<file path="src/rtl/stack_alu_pkg.sv">
// stack_alu_pkg: opcode/state encodings and per-op operand counts for stack_alu_core.
// Optional feature macro: STACK_ALU_MUL_EN (makes OpMul a legal opcode).
package stack_alu_pkg;

  typedef enum logic [3:0] {
    OpPush     = 4'd0,
    OpPop      = 4'd1,
    OpDup      = 4'd2,
    OpSwap     = 4'd3,
    OpAdd      = 4'd4,
    OpSub      = 4'd5,
    OpBlt      = 4'd6,
    OpAndshl   = 4'd7,
    OpInc      = 4'd8,
    OpAbs      = 4'd9,
    OpContains = 4'd10,
    OpMul      = 4'd11
  } op_t;

  typedef enum logic [1:0] {
    StIdle = 2'd0,
    StScan = 2'd1,
    StMult = 2'd2
  } state_t;

  // Minimum stack depth an opcode needs before it may execute.
  function automatic logic [1:0] op_operands(logic [3:0] op);
    case (op)
      OpPop, OpDup:                           return 2'd1;
      OpSwap, OpAdd, OpSub, OpBlt, OpAndshl,
      OpContains, OpMul:                      return 2'd2;
      default:                                return 2'd0;
    endcase
  endfunction

  function automatic logic op_legal(logic [3:0] op);
`ifdef STACK_ALU_MUL_EN
    return op <= OpMul;
`else
    return op <= OpContains;
`endif
  endfunction

endpackage

</file>
<file path="src/rtl/stack_alu_lifo.sv">
// stack_alu_lifo: DEPTH x W register stack. Each cycle it pops 0..2 entries, then
// optionally pushes one (pop 1 + push = replace top), or swaps the top two.
module stack_alu_lifo #(
  parameter int unsigned W     = 8,
  parameter int unsigned DEPTH = 8,
  parameter int unsigned PTR_W = $clog2(DEPTH) + 1
) (
  input  logic             clk,
  input  logic             reset,
  input  logic [1:0]       pop_cnt,
  input  logic             push,
  input  logic             swap,
  input  logic [W-1:0]     wdata,
  output logic [W-1:0]     s0,
  output logic [W-1:0]     s1,
  output logic [PTR_W-1:0] depth
);

  logic [W-1:0]     mem_q [DEPTH];
  logic [PTR_W-1:0] depth_q;
  logic [PTR_W-1:0] base;

  // Slot the pushed word lands in, after any pops of this cycle.
  assign base  = depth_q - PTR_W'(pop_cnt);
  assign depth = depth_q;

  // Depth counter; contents are don't-care after reset so only this is reset.
  always_ff @(posedge clk or posedge reset) begin
    if (reset) depth_q <= '0;
    else       depth_q <= base + PTR_W'(push);
  end

  // Storage writes: push into the new top slot, or exchange the top two.
  always_ff @(posedge clk) begin
    for (int i = 0; i < DEPTH; i++) begin
      if (push && PTR_W'(i) == base) begin
        mem_q[i] <= wdata;
      end else if (swap && PTR_W'(i) == depth_q - PTR_W'(1)) begin
        mem_q[i] <= s1;
      end else if (swap && PTR_W'(i) == depth_q - PTR_W'(2)) begin
        mem_q[i] <= s0;
      end
    end
  end

  // Top-of-stack views, zero when the entry does not exist.
  always_comb begin
    s0 = '0;
    s1 = '0;
    for (int i = 0; i < DEPTH; i++) begin
      if (depth_q >= PTR_W'(1) && PTR_W'(i) == depth_q - PTR_W'(1)) s0 = mem_q[i];
      if (depth_q >= PTR_W'(2) && PTR_W'(i) == depth_q - PTR_W'(2)) s1 = mem_q[i];
    end
  end

endmodule

</file>
<file path="src/rtl/stack_alu_core.sv">
// stack_alu_core: operand-stack ALU with valid/ready command port. Single-cycle ops
// finish at the accept edge; CONTAINS runs a serial window scan in StScan.
// Optional feature macro: STACK_ALU_MUL_EN adds a shift-add MUL (state StMult).
module stack_alu_core
  import stack_alu_pkg::*;
#(
  parameter int unsigned W     = 8,
  parameter int unsigned DEPTH = 8,
  parameter int unsigned PTR_W = $clog2(DEPTH) + 1
) (
  input  logic             clk,
  input  logic             reset,
  input  logic             cmd_valid,
  output logic             cmd_ready,
  input  logic [3:0]       cmd_op,
  input  logic [W-1:0]     cmd_imm,
  input  logic [W-1:0]     reg_val,
  output logic             res_valid,
  output logic [W-1:0]     reg_out,
  output logic             branch_sig,
  output logic             overflow,
  output logic             err_underflow,
  output logic             err_overflow,
  output logic [W-1:0]     s0,
  output logic [W-1:0]     s1,
  output logic [PTR_W-1:0] depth
);

  localparam int unsigned HW  = W / 2;
  localparam int unsigned SHW = $clog2(W);
  localparam int unsigned PW  = $clog2(HW + 1);

  state_t        state_q, state_d;
  logic [W-1:0]  a_q, a_d, b_q, b_d;
  logic [PW-1:0] p_q, p_d;
  logic [W-1:0]  reg_out_q, reg_out_d;
  logic          branch_q, branch_d;
  logic          ovf_q, ovf_d;
  logic          res_valid_q, res_valid_d;
  logic          err_uf_q, err_uf_d;
  logic          err_of_q, err_of_d;

  logic [1:0]    lf_pop_cnt;
  logic          lf_push, lf_swap;
  logic [W-1:0]  lf_wdata;

  logic          accept;
  op_t           op;
  logic [W:0]    sum;
  logic [W-1:0]  diff, andshl, abs_val;
  logic          most_neg;

`ifdef STACK_ALU_MUL_EN
  localparam int unsigned CW = $clog2(W + 1);
  logic [2*W-1:0] acc_q, acc_d, mcand_q, mcand_d;
  logic [W-1:0]   mplier_q, mplier_d;
  logic [CW-1:0]  cnt_q, cnt_d;
`endif

  assign cmd_ready = (state_q == StIdle);
  assign accept    = cmd_valid && cmd_ready;
  assign op        = op_t'(cmd_op);

  assign sum      = {1'b0, s0} + {1'b0, s1};
  assign diff     = s0 - s1;
  assign andshl   = (s0 & s1) << reg_val[SHW-1:0];
  assign most_neg = (reg_val == {1'b1, {(W-1){1'b0}}});
  // Negating the most-negative value wraps back to itself, which is the wanted result.
  assign abs_val  = reg_val[W-1] ? ('0 - reg_val) : reg_val;

  stack_alu_lifo #(
    .W     (W),
    .DEPTH (DEPTH),
    .PTR_W (PTR_W)
  ) u_lifo (
    .clk     (clk),
    .reset   (reset),
    .pop_cnt (lf_pop_cnt),
    .push    (lf_push),
    .swap    (lf_swap),
    .wdata   (lf_wdata),
    .s0      (s0),
    .s1      (s1),
    .depth   (depth)
  );

  // Command decode, scan/multiply sequencing and stack control.
  always_comb begin
    state_d     = state_q;
    a_d         = a_q;
    b_d         = b_q;
    p_d         = p_q;
    reg_out_d   = reg_out_q;
    branch_d    = branch_q;
    ovf_d       = ovf_q;
    res_valid_d = 1'b0;
    err_uf_d    = 1'b0;
    err_of_d    = 1'b0;
    lf_pop_cnt  = 2'd0;
    lf_push     = 1'b0;
    lf_swap     = 1'b0;
    lf_wdata    = cmd_imm;
`ifdef STACK_ALU_MUL_EN
    acc_d       = acc_q;
    mcand_d     = mcand_q;
    mplier_d    = mplier_q;
    cnt_d       = cnt_q;
`endif

    case (state_q)
      StIdle: begin
        if (accept) begin
          res_valid_d = 1'b1;
          if (!op_legal(cmd_op)) begin
            err_of_d = 1'b1;
          end else if (depth < PTR_W'(op_operands(cmd_op))) begin
            err_uf_d = 1'b1;
          end else if ((op == OpPush || op == OpDup) && depth == PTR_W'(DEPTH)) begin
            err_of_d = 1'b1;
          end else begin
            case (op)
              OpPush: lf_push = 1'b1;
              OpPop:  lf_pop_cnt = 2'd1;
              OpDup: begin
                lf_push  = 1'b1;
                lf_wdata = s0;
              end
              OpSwap: lf_swap = 1'b1;
              OpAdd: begin
                lf_pop_cnt = 2'd2;
                lf_push    = 1'b1;
                lf_wdata   = sum[W-1:0];
                ovf_d      = sum[W];
              end
              OpSub: begin
                lf_pop_cnt = 2'd2;
                lf_push    = 1'b1;
                lf_wdata   = diff;
                ovf_d      = (s0 < s1);
              end
              OpBlt: begin
                lf_pop_cnt = 2'd2;
                branch_d   = (s0 < s1);
              end
              OpAndshl: begin
                lf_pop_cnt = 2'd2;
                lf_push    = 1'b1;
                lf_wdata   = andshl;
              end
              OpInc: reg_out_d = reg_val + W'(1);
              OpAbs: begin
                reg_out_d = abs_val;
                ovf_d     = most_neg;
              end
              OpContains: begin
                lf_pop_cnt  = 2'd2;
                a_d         = s0;
                b_d         = s1;
                p_d         = '0;
                res_valid_d = 1'b0;
                state_d     = StScan;
              end
`ifdef STACK_ALU_MUL_EN
              OpMul: begin
                lf_pop_cnt  = 2'd2;
                acc_d       = '0;
                mcand_d     = {{W{1'b0}}, s0};
                mplier_d    = s1;
                cnt_d       = '0;
                res_valid_d = 1'b0;
                state_d     = StMult;
              end
`endif
              default: ;
            endcase
          end
        end
      end

      // a_q shifts right one bit per cycle so its low half is always the window at p_q.
      StScan: begin
        if (a_q[HW-1:0] == b_q[HW-1:0]) begin
          branch_d    = 1'b1;
          res_valid_d = 1'b1;
          state_d     = StIdle;
        end else if (p_q == PW'(HW)) begin
          branch_d    = 1'b0;
          res_valid_d = 1'b1;
          state_d     = StIdle;
        end else begin
          p_d = p_q + PW'(1);
          a_d = a_q >> 1;
        end
      end

`ifdef STACK_ALU_MUL_EN
      // W add/shift steps, then one cycle to push the product.
      StMult: begin
        if (cnt_q == CW'(W)) begin
          lf_push     = 1'b1;
          lf_wdata    = acc_q[W-1:0];
          ovf_d       = |acc_q[2*W-1:W];
          res_valid_d = 1'b1;
          state_d     = StIdle;
        end else begin
          if (mplier_q[0]) acc_d = acc_q + mcand_q;
          mcand_d  = mcand_q << 1;
          mplier_d = mplier_q >> 1;
          cnt_d    = cnt_q + CW'(1);
        end
      end
`endif

      default: state_d = StIdle;
    endcase
  end

  // Control and result registers.
  always_ff @(posedge clk or posedge reset) begin
    if (reset) begin
      state_q     <= StIdle;
      a_q         <= '0;
      b_q         <= '0;
      p_q         <= '0;
      reg_out_q   <= '0;
      branch_q    <= 1'b0;
      ovf_q       <= 1'b0;
      res_valid_q <= 1'b0;
      err_uf_q    <= 1'b0;
      err_of_q    <= 1'b0;
    end else begin
      state_q     <= state_d;
      a_q         <= a_d;
      b_q         <= b_d;
      p_q         <= p_d;
      reg_out_q   <= reg_out_d;
      branch_q    <= branch_d;
      ovf_q       <= ovf_d;
      res_valid_q <= res_valid_d;
      err_uf_q    <= err_uf_d;
      err_of_q    <= err_of_d;
    end
  end

`ifdef STACK_ALU_MUL_EN
  // Multiplier working registers.
  always_ff @(posedge clk or posedge reset) begin
    if (reset) begin
      acc_q    <= '0;
      mcand_q  <= '0;
      mplier_q <= '0;
      cnt_q    <= '0;
    end else begin
      acc_q    <= acc_d;
      mcand_q  <= mcand_d;
      mplier_q <= mplier_d;
      cnt_q    <= cnt_d;
    end
  end
`endif

  assign res_valid     = res_valid_q;
  assign reg_out       = reg_out_q;
  assign branch_sig    = branch_q;
  assign overflow      = ovf_q;
  assign err_underflow = err_uf_q;
  assign err_overflow  = err_of_q;

endmodule

</file>
<file path="config.mk">
export PLATFORM = sky130hd
export DESIGN_NAME = stack_alu_core
export DESIGN_NICKNAME = d
export VERILOG_FILES = /design/src/rtl/stack_alu_pkg.sv /design/src/rtl/stack_alu_lifo.sv /design/src/rtl/stack_alu_core.sv
export SDC_FILE = /design/constraint.sdc
export NUM_CORES = 1
export LEC_CHECK = 0
export CORE_MARGIN = 2
export CORE_UTILIZATION = 35
export CTS_BUF_LIST = sky130_fd_sc_hd__clkbuf_2
export CTS_CLUSTER_DIAMETER = 60
export DETAILED_ROUTE_END_ITERATION = 16
export GPL_TIMING_DRIVEN = 1
export PLACE_DENSITY_LB_ADDON = 0.08
export SYNTH_ARGS = -nofsm -noshare
export SYNTH_HDL_FRONTEND = slang
export SYNTH_HIERARCHICAL = 1
export SYNTH_SLANG_ARGS = --single-unit
export TNS_END_PERCENT = 10
</file>
<file path="constraint.sdc">
create_clock -name clk -period 6 [get_ports clk]
set_clock_uncertainty 0.15 [all_clocks]
set_input_delay 0.9 -clock clk [delete_from_list [all_inputs] [get_ports clk]]
set_output_delay 0.9 -clock clk [all_outputs]
set_load 0.05 [all_outputs]
</file>
==> flow_metrics.env, run 1 <==
export IMPL_setup_tns_ns=0
export IMPL_yosys_warnings=6
export IMPL_cts_root_buf="clkbuf_2"
export IMPL_synth_top_cell_by_area="edfxtp_1"
export IMPL_grt_overflow_total=0
export IMPL_cts_sinks=97
export IMPL_drt_wl_total_um=31100
export IMPL_ys_flop_type="edfxtp_1"
export IMPL_setup_viol=0
export IMPL_use_met1_pct=33.9
export IMPL_grt_max_degree=34
export IMPL_r2r_cells=19
export IMPL_cp_data_arrival_time_ns=5.82
export IMPL_grt_pass1_wl_um=47900
export IMPL_rsz0062_at_grt="no"
export IMPL_grt_use_met3_pct=2.50
export IMPL_drv_cap=0
export IMPL_synth_top_area_share_pct=22.8
export IMPL_r2r_end="u_lifo/mem_q[1][23]"
export IMPL_drive_gt1_share_pct=13.2
export IMPL_syn_num_nets=1002
export IMPL_num_fill_cells=2437
export IMPL_rrSetupSlack_ns=0.41
export IMPL_period_share_pct=93.1
export IMPL_antenna_found_initial=1
export IMPL_dieArea_sq_um=25300
export IMPL_netlist_cell_type_count=86
export IMPL_drv_slew=0
export IMPL_status="completed"
export IMPL_start_util_pct=35.8
export IMPL_tightest_slew_ns=1.18
export IMPL_ant_nets=0
export IMPL_ctsHoldBuffers=0
export IMPL_chipWidth_um=159
export IMPL_grt_busiest_layer="met2"
export IMPL_die_h_um=159
export IMPL_hpwlAfterDp_um=24400
export IMPL_vias=7857
export IMPL_synth_edf_count=64
export IMPL_ios=57
export IMPL_post_drt_wl_per_cell_um=23.4
export IMPL_gp_congestion=0.905
export IMPL_hold_viol=0
export IMPL_crit_path_start_kind="flop"
export IMPL_tritoncts="done"
export IMPL_portBuffers=56
export IMPL_ys_async_sr_fraction_pct=34.0
export IMPL_path_clk_slew_ns=0.33
export IMPL_postCtsSetupRepairBufs=0
export IMPL_max_slew_margin_rel_pct=21.6
export IMPL_met2_usage_pct=40.6
export IMPL_cts_buffers=9
export IMPL_worstPathRequired_ns=6.23
export IMPL_drc=0
export IMPL_insertion_delay_ns=0.63
export IMPL_drtPass1Iterations=5
export IMPL_synth_area_leaders="edfxtp_1, dfrtp_1, mux2i_1"
export IMPL_path_max_fanout=9
export IMPL_fmax_ghz=0.179
export IMPL_yosysMostFrequentCell="nor2_1"
export IMPL_worstSetupPathType="flop to flop"
export IMPL_core_area_sq_um=23500
export IMPL_rows=56
export IMPL_end_kind="flop"
export IMPL_fin_nets=1062
export IMPL_yosysSeqAreaShare_pct=32.6
export IMPL_vias_per_cell=5.91
export IMPL_final_core_util_pct=40.6
export IMPL_areaGrowthSynthToFinish_pct=13.5
export IMPL_hp_class="primary input to async pin"
export IMPL_cts_path_max_buffers=2
export IMPL_ys_top_cells_by_count="nor2_1, a21oi_1, mux2i_1, nand2_1, edfxtp_1"
export IMPL_post_route_min_period_ns=5.59
export IMPL_syn_inst=944
export IMPL_synthesis_area_sq_um=8420
export IMPL_htree_levels=3
export IMPL_avgSynthCellArea_sq_um=8.92
export IMPL_worstReg2RegStart="u_lifo/depth[2]"
export IMPL_drt_iter0_markers=860
export IMPL_synth_seq_cells=97
export IMPL_grt_pass1_vias=7534
export IMPL_grt_use_total_pct=24.5
[cell families (layout without fill, tap and decap cells)]
family / Yosys count / after routing / share of synthesized area (%)
and+or+nand+nor: 295 / 295 / 17.4
AOI/OAI and AO/OA: 292 / 292 / 24.2
buffers and inverters: 112 / 177 / 6.31
DFF: 97 / 97 / 32.6
muxes: 89 / 89 / 11.5
adders and majority gates: 35 / 35 / 5.47
xor gates and xnor gates: 24 / 24 / 2.50
other: 0 / 1 / 0
[per-stage QoR]
step	setup WS [ns]	hold WS, ns	std cells	cell area [sq um]
after global routing	0.0330	0.258	1329	9560
after global placement	0.166	0.322	1312	9460
after detailed placement	0.172	0.331	1312	9460
after CTS	0.390	0.245	1328	9550
after floorplan	0.293	0.299	944	8420
final	0.411	0.278	1329	9560
[registers in the layout, summed over array words and instances, names as in the netlist]
| signal | count |
|---|---|
| a_q | 8 |
| branch_sig | 1 |
| p_q | 3 |
| b_q | 4 |
| u_lifo/depth | 4 |
| u_lifo/mem_q | 64 |
| res_valid | 1 |
| state_q | 1 |
| err_underflow | 1 |
| reg_out | 8 |
| overflow | 1 |
| err_overflow | 1 |
[cells in the final DEF (no fill, tap or decap), types with 7 or more instances in the layout]
cell,count
a211oi_1,18
a21oi_1,74
a221o_1,13
a221oi_1,7
a22oi_1,18
a31oi_1,11
and2_1,7
and3_1,14
buf_4,73
clkbuf_2,11
clkdlybuf4s50_1,42
dfrtp_1,33
edfxtp_1,64
ha_1,31
inv_1,45
mux2_2,7
mux2i_1,74
nand2_1,65
nand2b_1,12
nand3_1,20
nor2_1,95
nor2b_1,21
nor3_1,19
o211ai_1,10
o21ai_0,50
o221ai_1,8
o22ai_1,14
xnor2_1,15
xor2_1,9
[repair_timing]
item                                   CTS  global route
gates resized for setup                  0             2
endpoints found under the hold margin    0             0
setup endpoints to repair                0            13
[cell type report]
class	count	area, sq um	area share, %
diodes	1	2.50	0.0262
flip-flops and latches	97	2750	28.7
clock buffers	11	55.1	0.576
inverters	45	169	1.77
repair buffers	116	988	10.3
multi-input cells	735	5170	54.0
well taps	319	399	4.18
clock inverters	5	31.3	0.327
[worst max-delay path by stage]
stage	depth (start not counted)	end	from
after floorplan	20	u_lifo/mem_q[0][6]	u_lifo/depth[1]
after global placement	16	u_lifo/mem_q[0][3]	cmd_op[1]
after detailed placement	16	u_lifo/mem_q[0][26]	cmd_op[1]
after CTS	21	u_lifo/mem_q[1][12]	u_lifo/depth[1]
after global routing	23	u_lifo/mem_q[0][14]	u_lifo/depth[1]
final	19	u_lifo/mem_q[1][23]	u_lifo/depth[2]
[critical path: stages (launching register included)]
cell and delay (ns):
dfrtp_1 0.45, inv_1 0.18, ha_2 0.31, buf_4 0.18
or2b_1 0.10, o211ai_1 0.10, nor3_1 0.54, buf_4 0.29
a22oi_1 0.10, a31o_2 0.37, inv_1 0.25, ha_1 0.38
nor2_1 0.10, a221oi_1 0.46, o21ai_0 0.19, a22oi_1 0.24
nand2_1 0.08, o32a_1 0.52, a211oi_1 0.28, a21oi_1 0.06
[routing by layer]
metal	part of all wire (%)	wire length, um
met4	2.6	821
met2	47	14600
met5	0	0
met3	5.8	1800
met1	45	13900
Power of run 1 is left out: the tool's default activity adds up to more than one toggle a clock period on the data nets, which glitch-free logic cannot reach.
==> run 2, diff against run 1 <==
CORE_ASPECT_RATIO = 0.6   (was unset)
CTS_BUF_LIST = sky130_fd_sc_hd__clkbuf_4   (was sky130_fd_sc_hd__clkbuf_2)
==> run 2 against run 1 <==
Against the previous run: routed wire length increased by 12%; design area is 2.6% higher; maximum frequency down 2.2%; sequential cell count unchanged; global-route usage grew 3.5 points; largest cell class unchanged; final cell count rose by 1.4%; sequential share of layout area down 0.74 points; register-to-register slack worse by 0.13 ns.
==> flow_metrics.env, run 2 (synthesis gave the netlist of run 1 again) <==
export IMPL_insertion_delay_ns=0.52
export IMPL_vias_per_cell=6.02
export IMPL_ant_nets=0
export IMPL_final_common_cell="nor2_1"
export IMPL_r2r_cells=19
export IMPL_max_slew_margin_rel_pct=13.1
export IMPL_num_fill_cells=2345
export IMPL_ctsHoldBuffers=0
export IMPL_setup_tns_ns=0
export IMPL_hp_start="a_q[4]"
export IMPL_fin_nets=1084
export IMPL_grt_pass1_vias=7419
export IMPL_dieArea_sq_um=25400
export IMPL_gp_congestion=0.958
export IMPL_hold_viol=0
export IMPL_path_max_fanout=12
export IMPL_drt_iter0_markers=1102
export IMPL_grt_overflow_total=0
export IMPL_post_drt_wl_per_cell_um=25.8
export IMPL_drc=0
export IMPL_ios=57
export IMPL_worstHoldEndpoint="a_q[4]"
export IMPL_worstPathRequired_ns=6.12
export IMPL_core_area_sq_um=23300
export IMPL_power_leakage_nw=3.78
export IMPL_cp_data_arrival_time_ns=5.83
export IMPL_fmax_ghz=0.175
export IMPL_portBuffers=56
export IMPL_tritoncts="done"
export IMPL_cts_root_buf="clkbuf_4"
export IMPL_start_util_pct=36.1
export IMPL_areaGrowthSynthToFinish_pct=16.5
export IMPL_cts_buffers=9
export IMPL_hold_path_depth=2
export IMPL_period_share_pct=95.3
export IMPL_path_clk_slew_ns=0.16
export IMPL_drtPass1Iterations=6
export IMPL_drive_gt1_share_pct=15.1
export IMPL_vias=8107
export IMPL_drv_slew=0
export IMPL_power_density_nw_per_um2=667
export IMPL_worstSetupPathType="flop to flop"
export IMPL_placed_area_sq_um=9650
export IMPL_ir_drop_mv=0.540
export IMPL_cts_path_max_buffers=2
export IMPL_r2r_end="u_lifo/mem_q[1][7]"
export IMPL_grt_use_total_pct=28.1
export IMPL_htree_levels=3
export IMPL_drt_wl_total_um=34800
export IMPL_cts_sinks=97
export IMPL_setup_viol=0
export IMPL_grt_pass1_wl_um=51000
export IMPL_final_cell_mix="nor2_1, buf_4, a21oi_1, mux2i_1, nand2_1"
export IMPL_cts_resized_gates=0
export IMPL_largest_register_ffs=64
export IMPL_chipWidth_um=204
export IMPL_p_total_w=0.00654
export IMPL_post_route_min_period_ns=5.72
export IMPL_fin_area_sq_um=9810
export IMPL_crit_path_start_kind="flop"
export IMPL_rows=43
export IMPL_drv_cap=0
export IMPL_die_h_um=124
export IMPL_antenna_found_initial=1
export IMPL_rsz0062_at_grt="no"
export IMPL_status="completed"
export IMPL_hp_class="flop to flop"
export IMPL_grt_max_degree=34
export IMPL_end_kind="flop"
export IMPL_postCtsSetupRepairBufs=0
export IMPL_worstReg2RegStart="u_lifo/depth[2]"
export IMPL_hpwlAfterDp_um=26300
export IMPL_tightest_slew_ns=1.30
export IMPL_top_register="u_lifo/mem_q"
export IMPL_rrSetupSlack_ns=0.28
## run 2: changes by cell type in the layout (fill, tap and decap cells not counted), sizes merged
cell           before  now
bufinv              0    2
clkinv              2    0
inv                46   45
clkinvlp            2    3
clkdlybuf4s50      42   41
buf                74   97
## run 2: layout make-up
cell class	count	area, sq um	share of cell area, %
clock buffer	11	82.6	0.842
antenna	1	2.50	0.0255
sequential	97	2750	28.0
multi-input combinational	735	5160	52.6
tap	315	394	4.02
inverter	45	169	1.72
clock inverter	5	80.1	0.816
timing repair buffer	138	1180	12.0
## run 2: critical path, stage by stage, from the launching register on
cell      delay [ns]
dfrtp_1         0.40
inv_1           0.14
ha_1            0.38
xor2_1          0.23
buf_4           0.26
or3_1           0.42
o221ai_1        0.20
a211oi_2        0.39
a221o_2         0.35
ha_1            0.26
buf_4           0.18
nand2b_1        0.09
a221oi_1        0.42
buf_4           0.22
o21ai_0         0.08
a22oi_1         0.29
nand2_1         0.09
o32a_1          0.55
a22oi_1         0.24
o21ai_0         0.12
## run 2: power breakdown
part           switching, W  internal (W)
sequential        0.0000815      0.000834
combinational       0.00341       0.00180
clock              0.000249      0.000177
total               0.00374       0.00281
## run 2: through the flow
step / setup slack [ns] / instances / util (%) / hold slack (ns)
finish: 0.285 / 1347 / 42.0 / 0.356
global route: 0.0272 / 1347 / 42.0 / 0.397
CTS: 0.518 / 1346 / 42.0 / 0.366
detailed placement: 0.208 / 1330 / 41.3 / 0.331
global placement: 0.252 / 1330 / 41.3 / 0.324
floorplan: 0.293 / 944 / - / 0.299
## run 2: layer usage
| layer | wire length, um | up-vias | global-route usage [%] |
|---|---|---|---|
| li1 | - | 3698 | - |
| met1 | 17200 | 3904 | 43.4 |
| met2 | 12500 | 470 | 34.9 |
| met3 | 4640 | 35 | 11.5 |
| met4 | 450 | 0 | 5.80 |
| met5 | 0 | - | 0 |
## run 2: how the worst max path moves through the flow
| stage | from | end | slack, ns | depth (start not counted) |
|---|---|---|---|---|
| detailed placement | cmd_op[1] | u_lifo/mem_q[0][20] | 0.21 | 14 |
| global placement | cmd_op[1] | u_lifo/mem_q[0][18] | 0.25 | 14 |
| finish | u_lifo/depth[2] | u_lifo/mem_q[1][7] | 0.28 | 19 |
| CTS | u_lifo/depth[2] | u_lifo/mem_q[1][12] | 0.52 | 21 |
| floorplan | u_lifo/depth[1] | u_lifo/mem_q[0][6] | 0.29 | 20 |
| global route | u_lifo/depth[2] | u_lifo/mem_q[1][12] | 0.03 | 21 |
(Power assumes the default switching activity.)
